`config.mk`:
```
export PLATFORM = sky130hd
export DESIGN_NAME = bcd_updown_counter
export DESIGN_NICKNAME = d
export VERILOG_FILES = /design/src/rtl/calc_pkg.sv /design/src/rtl/bcd_digit_cell.sv /design/src/rtl/bcd_updown_counter.sv
export SDC_FILE = /design/constraint.sdc
export NUM_CORES = 1
export LEC_CHECK = 0
export CAP_MARGIN = 25
export CORE_ASPECT_RATIO = 0.8
export CORE_MARGIN = 2
export CORE_UTILIZATION = 35
export DETAILED_ROUTE_END_ITERATION = 12
export MAX_ROUTING_LAYER = met4
export PLACE_DENSITY = 0.64
export SLEW_MARGIN = 20
export SYNTH_ARGS = -nofsm -noshare
export SYNTH_HDL_FRONTEND = slang
export SYNTH_SLANG_ARGS = --single-unit
```
`constraint.sdc`:
```
create_clock -name clk -period 2.8 [get_ports clk]
set_clock_uncertainty 0.15 [all_clocks]
set_input_delay 0.56 -clock clk [delete_from_list [all_inputs] [get_ports clk]]
set_output_delay 0.56 -clock clk [all_outputs]
set_load 0.02 [all_outputs]
```
`src/rtl/calc_pkg.sv`:
```
// rtl/calc_pkg.sv - shared digit types and step encoding for the calculator datapath
package calc_pkg;

    localparam int DIGIT_W  = 4;
    localparam int DEC_BASE = 10;

    typedef logic [DIGIT_W-1:0] digit_t;

    typedef enum logic [2:0] {
        NONE,
        UP,
        DOWN,
        LOAD,
        CLR
    } step_e;

endpackage

```
`src/rtl/bcd_digit_cell.sv`:
```
// rtl/bcd_digit_cell.sv - one modulo-BASE digit with registered top/bottom indicators
module bcd_digit_cell
    import calc_pkg::*;
#(
    parameter int W    = DIGIT_W,
    parameter int BASE = DEC_BASE
) (
    input  logic         clk,
    input  logic         rst,
    input  step_e        step,
    input  logic         carry_in,
    input  logic         borrow_in,
    input  logic [W-1:0] load_field,
    output logic [W-1:0] digit,
    output logic         at_top,
    output logic         at_bottom
);

    localparam logic [W-1:0] TOP = W'(BASE - 1);

    logic [W-1:0] nxt;

    always_comb begin
        nxt = digit;
        case (step)
            CLR:  nxt = '0;
            LOAD: nxt = (int'(load_field) >= BASE) ? TOP : load_field;
            UP: begin
                if (carry_in) nxt = (digit == TOP) ? '0 : digit + W'(1);
            end
            DOWN: begin
                if (borrow_in) nxt = (digit == '0) ? TOP : digit - W'(1);
            end
            default: nxt = digit;
        endcase
    end

    // Indicators are registered from the next value so they line up with digit.
    always_ff @(posedge clk or posedge rst) begin
        if (rst) begin
            digit     <= '0;
            at_top    <= 1'b0;
            at_bottom <= 1'b1;
        end else begin
            digit     <= nxt;
            at_top    <= (nxt == TOP);
            at_bottom <= (nxt == '0);
        end
    end

endmodule

```
`src/rtl/bcd_updown_counter.sv`:
```
// rtl/bcd_updown_counter.sv - multi-digit modulo-BASE up/down counter with load, clear and boundary flags
module bcd_updown_counter
    import calc_pkg::*;
#(
    parameter int W        = DIGIT_W,
    parameter int DIGITS   = 4,
    parameter int BASE     = DEC_BASE,
    parameter int SATURATE = 0
) (
    input  logic                clk,
    input  logic                rst,
    input  logic                inc,
    input  logic                dec,
    input  logic                clr,
    input  logic                load,
    input  logic [DIGITS*W-1:0] load_val,
    output logic [DIGITS*W-1:0] count,
    output logic                ovf,
    output logic                unf,
    output logic                at_max,
    output logic                at_zero
);

    logic              inc_q, dec_q;
    logic              inc_p, dec_p;
    logic              all_top, all_bot;
    logic              sat_hold;
    step_e             step, cell_step;
    logic [DIGITS-1:0] at_top, at_bottom;

    assign inc_p   = inc & ~inc_q;
    assign dec_p   = dec & ~dec_q;
    assign all_top = &at_top;
    assign all_bot = &at_bottom;

    always_comb begin
        step = NONE;
        if (clr)                  step = CLR;
        else if (load)            step = LOAD;
        else if (inc_p && !dec_p) step = UP;
        else if (dec_p && !inc_p) step = DOWN;
    end

    // In saturate mode a boundary step is turned into a no-op for the cells.
    assign sat_hold  = (SATURATE != 0) &&
                       (((step == UP) && all_top) || ((step == DOWN) && all_bot));
    assign cell_step = sat_hold ? NONE : step;

    for (genvar i = 0; i < DIGITS; i++) begin : g_digit
        logic carry_in, borrow_in;

        if (i == 0) begin : g_first
            assign carry_in  = 1'b1;
            assign borrow_in = 1'b1;
        end else begin : g_chain
            assign carry_in  = &at_top[i-1:0];
            assign borrow_in = &at_bottom[i-1:0];
        end

        bcd_digit_cell #(
            .W    (W),
            .BASE (BASE)
        ) u_cell (
            .clk        (clk),
            .rst        (rst),
            .step       (cell_step),
            .carry_in   (carry_in),
            .borrow_in  (borrow_in),
            .load_field (load_val[i*W +: W]),
            .digit      (count[i*W +: W]),
            .at_top     (at_top[i]),
            .at_bottom  (at_bottom[i])
        );
    end

    // Edge registers reset high so a button held through reset is not counted.
    always_ff @(posedge clk or posedge rst) begin
        if (rst) begin
            inc_q <= 1'b1;
            dec_q <= 1'b1;
            ovf   <= 1'b0;
            unf   <= 1'b0;
        end else begin
            inc_q <= inc;
            dec_q <= dec;
            ovf   <= (step == UP) && all_top;
            unf   <= (step == DOWN) && all_bot;
        end
    end

    assign at_max  = all_top;
    assign at_zero = all_bot;

endmodule

```
==> results of run 1 <==
[registers in the layout, summed over array words and instances (netlist names)]
name	flops
g_digit.u_cell.digit	16
g_digit.u_cell.at_bottom	4
g_digit.u_cell.at_top	4
dec_q	1
inc_q	1
ovf	1
unf	1
[per-layer routing]
layer,GRT usage [%],routed length [µm],up-vias
met1,25.7,2810,996
met2,27.1,2580,94
met4,2.61,34,0
met5,-,0,-
met3,3.00,407,6
li1,-,-,1032
[critical path, delay by kind of cell, from the launching register on]
| family | cells | cell delay, ns |
|---|---|---|
| buf+inv | 1 | 0.60 |
| simple gates | 2 | 0.37 |
| flops | 1 | 0.66 |
[placed cells by master, fill, tap and decap left out, drive strengths merged, types with 4 or more instances in the layout]
cell / netlist / routed
inv: 15 / 15
nor3: 13 / 13
dfstp: 6 / 6
xnor2: 5 / 5
nand2: 20 / 20
buf: 6 / 9
a21boi: 6 / 6
and2: 7 / 7
dfrtp: 22 / 22
nor3b: 4 / 4
clkdlybuf4s50: 0 / 41
o21ai: 19 / 19
ha: 14 / 14
nand2b: 4 / 4
nor2b: 4 / 4
nor2: 24 / 24
nand3: 7 / 7
a21oi: 18 / 18
[area by class of cell]
| class | instances | share of cell area (%) |
|---|---|---|
| Clock inverter | 1 | 1.07 |
| Inverter | 15 | 2.01 |
| Sequential cell | 28 | 25.3 |
| Timing Repair Buffer | 50 | 17.5 |
| Tap cell | 81 | 3.62 |
| Clock buffer | 3 | 1.47 |
| Multi-Input combinational cell | 206 | 49.0 |
[timing repair]
action | 4_1_cts | 5_1_grt
gates resized for setup | 0 | 1
hold endpoints to repair | 0 | 0
endpoints found under the setup margin | 0 | 1
[metrics by stage]
stage	util, %	total power, mW
2_1_floorplan	-	0.884
3_3_place_gp	45.4	1.08
3_5_place_dp	45.4	1.08
4_1_cts	46.6	1.40
5_1_grt	46.6	1.49
6_report	46.6	1.39
[power breakdown]
group,leakage (nW),total (mW),switching (mW),internal [mW]
clock,0.0357,0.312,0.121,0.191
combinational,0.772,0.519,0.270,0.249
sequential,0.353,0.564,0.0943,0.469
total,1.16,1.39,0.485,0.910
[kinds of logic (layout without fill, tap and decap cells)]
logic type      after synthesis  count (layout)  synth area share (%)
xor+xnor                      5               5                  1.99
buf+inv                      28              69                  5.51
mux                           4               4                  1.88
simple gates                103             103                  25.3
compound gates               80              80                  25.2
fa+ha+maj                    14              14                  7.95
flops                        28              28                  32.2
[worst max-delay path by stage]
stage | start | end | cells after the start
6_report | g_digit[0].u_cell.at_bottom$_DFF_PP1_ | at_zero | 3
5_1_grt | dec | g_digit[1].u_cell.at_bottom$_DFF_PP1_ | 7
4_1_cts | dec | g_digit[1].u_cell.at_bottom$_DFF_PP1_ | 7
3_5_place_dp | dec | g_digit[1].u_cell.at_bottom$_DFF_PP1_ | 7
3_3_place_gp | dec | g_digit[1].u_cell.at_bottom$_DFF_PP1_ | 7
2_1_floorplan | g_digit[3].u_cell.digit[1]$_DFF_PP0_ | g_digit[3].u_cell.at_top$_DFF_PP0_ | 8
==> results.yml, run 1 <==
status:
  status: "completed"
route:
  via_per_inst: 5.54
  wl_um: 5830
  wire_per_inst_um: 15.2
  firstDrtPassIters: 5
  num_vias: 2128
  drtIter0Drc: 172
  drc_errors: 0
  ant_nets: 0
sta:
  min_period_ns: 2.62
  period_share_pct: 93.5
  rsz0062_at_grt: "no"
  slew_violations: 0
  hold_viol_final: 0
  fin_ws_ns: 0.181
  setup_viol: 0
  tightest_slew_ns: 0.544
  fin_tns_setup_ns: 0
  holdWs_ns: 0.471
  fmax_mhz: 382
  slew_headroom_pct: 63.7
power:
  ir_worst_vdd_v: 0.000454
  power.density_mw_per_mm2: 498
  p_leak_nw: 1.16
global_route:
  grt_pass1_wl_um: 9360
  first_global_vias: 1931
  antenna_found_initial: 0
  track_usage_pct: 17.8
  grt-ovfl-total: 0
  grt_max_degree: 29
die:
  core-area_mm2: 0.00601
  start_util_pct: 36.7
  die_y_um: 74.9
  fp.dieW_um: 92.7
  rows: 25
  ios: 42
  die-area_mm2: 0.00695
placement:
  port-buffer-count: 41
  placed_area_mm2: 0.00273
  dpl_worst_slack_ns: -0.107
  dp_hpwl_um: 4470
  place_congestion: 0.889
  placed_cells_incl_taps: 380
layout:
  nFillCells: 592
  area_growth_pct: 27.2
  nNetsFinal: 340
  drive_above_1_share_pct: 9.24
  fin_cells: 384
  diodes: 0
  multi_input_area_mm2: 0.00137
  regArea_um2: 708
  design_area_mm2: 0.00280
min_path:
  holdPathStages: 2
  hold_end: "ovf$_DFF_PP0_"
  hold_start: "g_digit[3].u_cell.at_top$_DFF_PP0_"
  hold_path_class: "reg -> reg"
yosys:
  post_synth.cell_area_avg_um2: 8.41
  yosys_register_bits: 28
  synth_flop_cell: "dfrtp_1"
  synthTopCellsByArea: "dfrtp_1 25%, ha_1 8.0%, dfstp_2 7.2%"
  yosysTopAreaCell: "dfrtp_1"
  synth.most_common_cell: "nor2_1"
  syn_nets: 298
  ys_types: 62
  syn_area_mm2: 0.00220
  synth_top_area_share_pct: 25.0
  yosysSeqAreaShare_pct: 32.2
  ys_async_sr_fraction_pct: 100
  yosys_warnings: 0
  synth_common_cells: "24 x nor2_1, 22 x dfrtp_1, 20 x nand2_1, 18 x a21oi_1, 16 x o21ai_0"
  synth_edf_count: 0
  synthCells: 262
clock_tree:
  cts_made_buffers: 3
  clk_pin_slew_ns: 0.10
  cts_max_path_buffers: 2
  htree_levels: 1
  clkSinkCount: 28
  clk_latency_ns: 0.28
  cts_tree: "yes"
  cts_setup_buffers: 0
  root_buffer: "clkbuf_8"
  cts.hold.buffers_added: 0
setup_path:
  crit_path_start_kind: "flip-flop"
  cp.arrival_ns: 1.91
  worstPathRequired_ns: 2.09
  crit_type: "reg -> out"
  r2r-end: "g_digit[3].u_cell.at_top$_DFF_PP0_"
  critPathMaxFanout: 10
  worst_path_max_delay_cell: "dfstp_2"
  slowest_delay_ns: 0.66
  crit_path_end_kind: "output port"
  crit_chain: "and3_1, and2_1, clkdlybuf4s50_1"
  r2r_slack_ns: 0.29
  r2r-start: "g_digit[3].u_cell.digit[1]$_DFF_PP0_"
  worstRegToRegCells: 8
job:
  maxCapViolCount: 0
Power figures use the tool's default switching activity.
==> inputs of run 2 (changes only) <==
--- a/config.mk
+++ b/config.mk
@@ -8,10 +8,12 @@
 export CAP_MARGIN = 25
 export CORE_ASPECT_RATIO = 0.8
 export CORE_MARGIN = 2
-export CORE_UTILIZATION = 35
+export CORE_UTILIZATION = 23
+export CTS_BUF_LIST = sky130_fd_sc_hd__clkbuf_16
 export DETAILED_ROUTE_END_ITERATION = 12
 export MAX_ROUTING_LAYER = met4
-export PLACE_DENSITY = 0.64
+export PLACE_DENSITY = 0.48
+export RECOVER_POWER = 50
 export SLEW_MARGIN = 20
 export SYNTH_ARGS = -nofsm -noshare
 export SYNTH_HDL_FRONTEND = slang
==> results.yml, run 2 (same netlist as run 1, synthesis figures left out) <==
route:
  num_vias: 2145
  firstDrtPassIters: 4
  wire_per_inst_um: 15.3
  drc_errors: 0
  ant_nets: 0
  wl_um: 6540
  drtIter0Drc: 70
  via_per_inst: 5.01
layout:
  top_register: "g_digit.u_cell.digit"
  largest_reg_flops: 16
  diodes: 0
  layout_commonest_cell: "clkdlybuf4s50_1"
  reg_top3: "g_digit.u_cell.digit x16, g_digit.u_cell.at_bottom x4, g_digit.u_cell.at_top x4"
  nFillCells: 947
  nNetsFinal: 350
  area_growth_pct: 32.7
  drive_above_1_share_pct: 11.5
  final_cell_mix: "33 x clkdlybuf4s50_1, 24 x nor2_1, 22 x dfrtp_1"
  design_area_mm2: 0.00292
setup_path:
  r2r-end: "g_digit[1].u_cell.at_bottom$_DFF_PP1_"
  crit_path_end_kind: "flip-flop"
  worstPathRequired_ns: 2.81
  crit_type: "in -> reg"
  cp.arrival_ns: 2.69
  crit_path_start_kind: "input pin"
  critPathMaxFanout: 7
  worstRegToRegCells: 7
  r2r-start: "dec_q$_DFF_PP1_"
  r2r_slack_ns: 0.34
min_path:
  hold_start: "g_digit[3].u_cell.at_top$_DFF_PP0_"
  hold_path_class: "reg -> reg"
  holdPathStages: 2
  hold_end: "ovf$_DFF_PP0_"
placement:
  placed_area_mm2: 0.00285
  place_congestion: 0.892
  dp_hpwl_um: 5040
  port-buffer-count: 41
  dpl_worst_slack_ns: -0.0828
power:
  power.internal_mw: 0.926
  power.density_mw_per_mm2: 492
  p_sw_share_pct: 35.6
  clkPwrFrac_pct: 23.1
  power_frac_comb_pct: 39.1
  switching_power_mw: 0.511
  p_leak_nw: 1.23
  pwr-share-seq_pct: 37.9
  ir_worst_vdd_v: 0.000248
clock_tree:
  root_buffer: "clkbuf_16"
  clk_latency_ns: 0.26
  cts_setup_buffers: 0
  cts_max_path_buffers: 2
  clk_pin_slew_ns: 0.07
  cts_tree: "yes"
  cts_made_buffers: 3
  cts_resized: 0
  cts.hold.buffers_added: 0
  clkSinkCount: 28
  htree_levels: 1
job:
  maxCapViolCount: 1
die:
  core-area_mm2: 0.00919
  rows: 31
  fp.dieW_um: 113
  die-area_mm2: 0.0104
  ios: 42
  start_util_pct: 24.0
  die_y_um: 91.5
sta:
  tightest_slew_ns: 1.55
  holdWs_ns: 0.512
  period_share_pct: 95.5
  slew_violations: 29
  min_period_ns: 2.67
  fin_ws_ns: 0.125
  rsz0062_at_grt: "no"
  slew_headroom_pct: -3.66
  fmax_mhz: 374
  hold_viol_final: 0
  setup_viol: 0
global_route:
  grt-ovfl-total: 0
  first_global_vias: 2158
  grt_max_degree: 29
  track_usage_pct: 13.3
  antenna_found_initial: 0
  grt_pass1_wl_um: 10900
status:
  status: "finished, violations left"
  violations: "max-capacitance violations, max-slew violations"
run 2: changes by cell type in the layout (fill, tap and decap cells not counted):
cell	change
a2111oi_0	+1
a2111oi_1	-1
buf_4	+9
bufinv_16	-1
clkbuf_1	+1
clkbuf_16	+3
clkbuf_8	-3
clkdlybuf4s50_1	-8
clkinv_1	+1
dlygate4sd3_1	+8
run 2: through the flow:
step	power [mW]	util (%)	cells	TNS, ns
after floorplan	0.884	-	262	0
final	1.44	31.8	428	0
after global routing	1.53	31.8	428	0
after CTS	1.45	31.8	428	0
after global placement	1.13	31.0	424	-0.0601
after detailed placement	1.11	31.0	424	-0.203
run 2: layer usage:
metal	global-route usage (%)	up-vias	routed length (µm)	share of wire [%]
met5	-	-	0	0
met4	2.03	0	48	0.73
met3	2.47	5	310	4.7
met2	20.7	56	2920	45
met1	18.4	1024	3260	50
li1	-	1060	-	-
run 2: how the worst max path moves through the flow:
stage | start | slack [ns] | cells after the start | end
floorplan | g_digit[3].u_cell.digit[1]$_DFF_PP0_ | 0.46 | 8 | g_digit[3].u_cell.at_top$_DFF_PP0_
global placement | inc | -0.03 | 8 | g_digit[1].u_cell.at_bottom$_DFF_PP1_
detailed placement | dec | -0.08 | 7 | g_digit[3].u_cell.at_top$_DFF_PP0_
CTS | g_digit[0].u_cell.at_bottom$_DFF_PP1_ | 0.17 | 3 | at_zero
global route | inc | 0.04 | 8 | g_digit[1].u_cell.at_bottom$_DFF_PP1_
finish | dec | 0.13 | 8 | g_digit[1].u_cell.at_bottom$_DFF_PP1_
run 2: area by class of cell:
| class | instances | area [µm²] | area share, % |
|---|---|---|---|
| flip-flops and latches | 28 | 708 | 24.2 |
| clock buffers | 3 | 75.1 | 2.57 |
| repair buffers | 60 | 562 | 19.2 |
| well taps | 115 | 144 | 4.93 |
| clock inverters | 1 | 3.75 | 0.128 |
| inverters | 15 | 56.3 | 1.93 |
| multi-input cells | 206 | 1370 | 47.0 |
run 2: worst max-delay path, stage by stage:
cell	delay, ns
clkdlybuf4s50_1	0.42
and2b_1	0.24
xnor2_1	0.33
nor2_1	0.21
a2111oi_0	0.44
buf_4	0.18
inv_1	0.04
nor3_1	0.26
run 2: power by group through the flow:
stage | Sequential [mW] | Combinational, mW | Clock, mW
finish | 0.544 | 0.561 | 0.331
global route | 0.556 | 0.624 | 0.353
CTS | 0.545 | 0.566 | 0.341
detailed placement | 0.552 | 0.562 | 0
global placement | 0.557 | 0.568 | 0
floorplan | 0.567 | 0.317 | 0
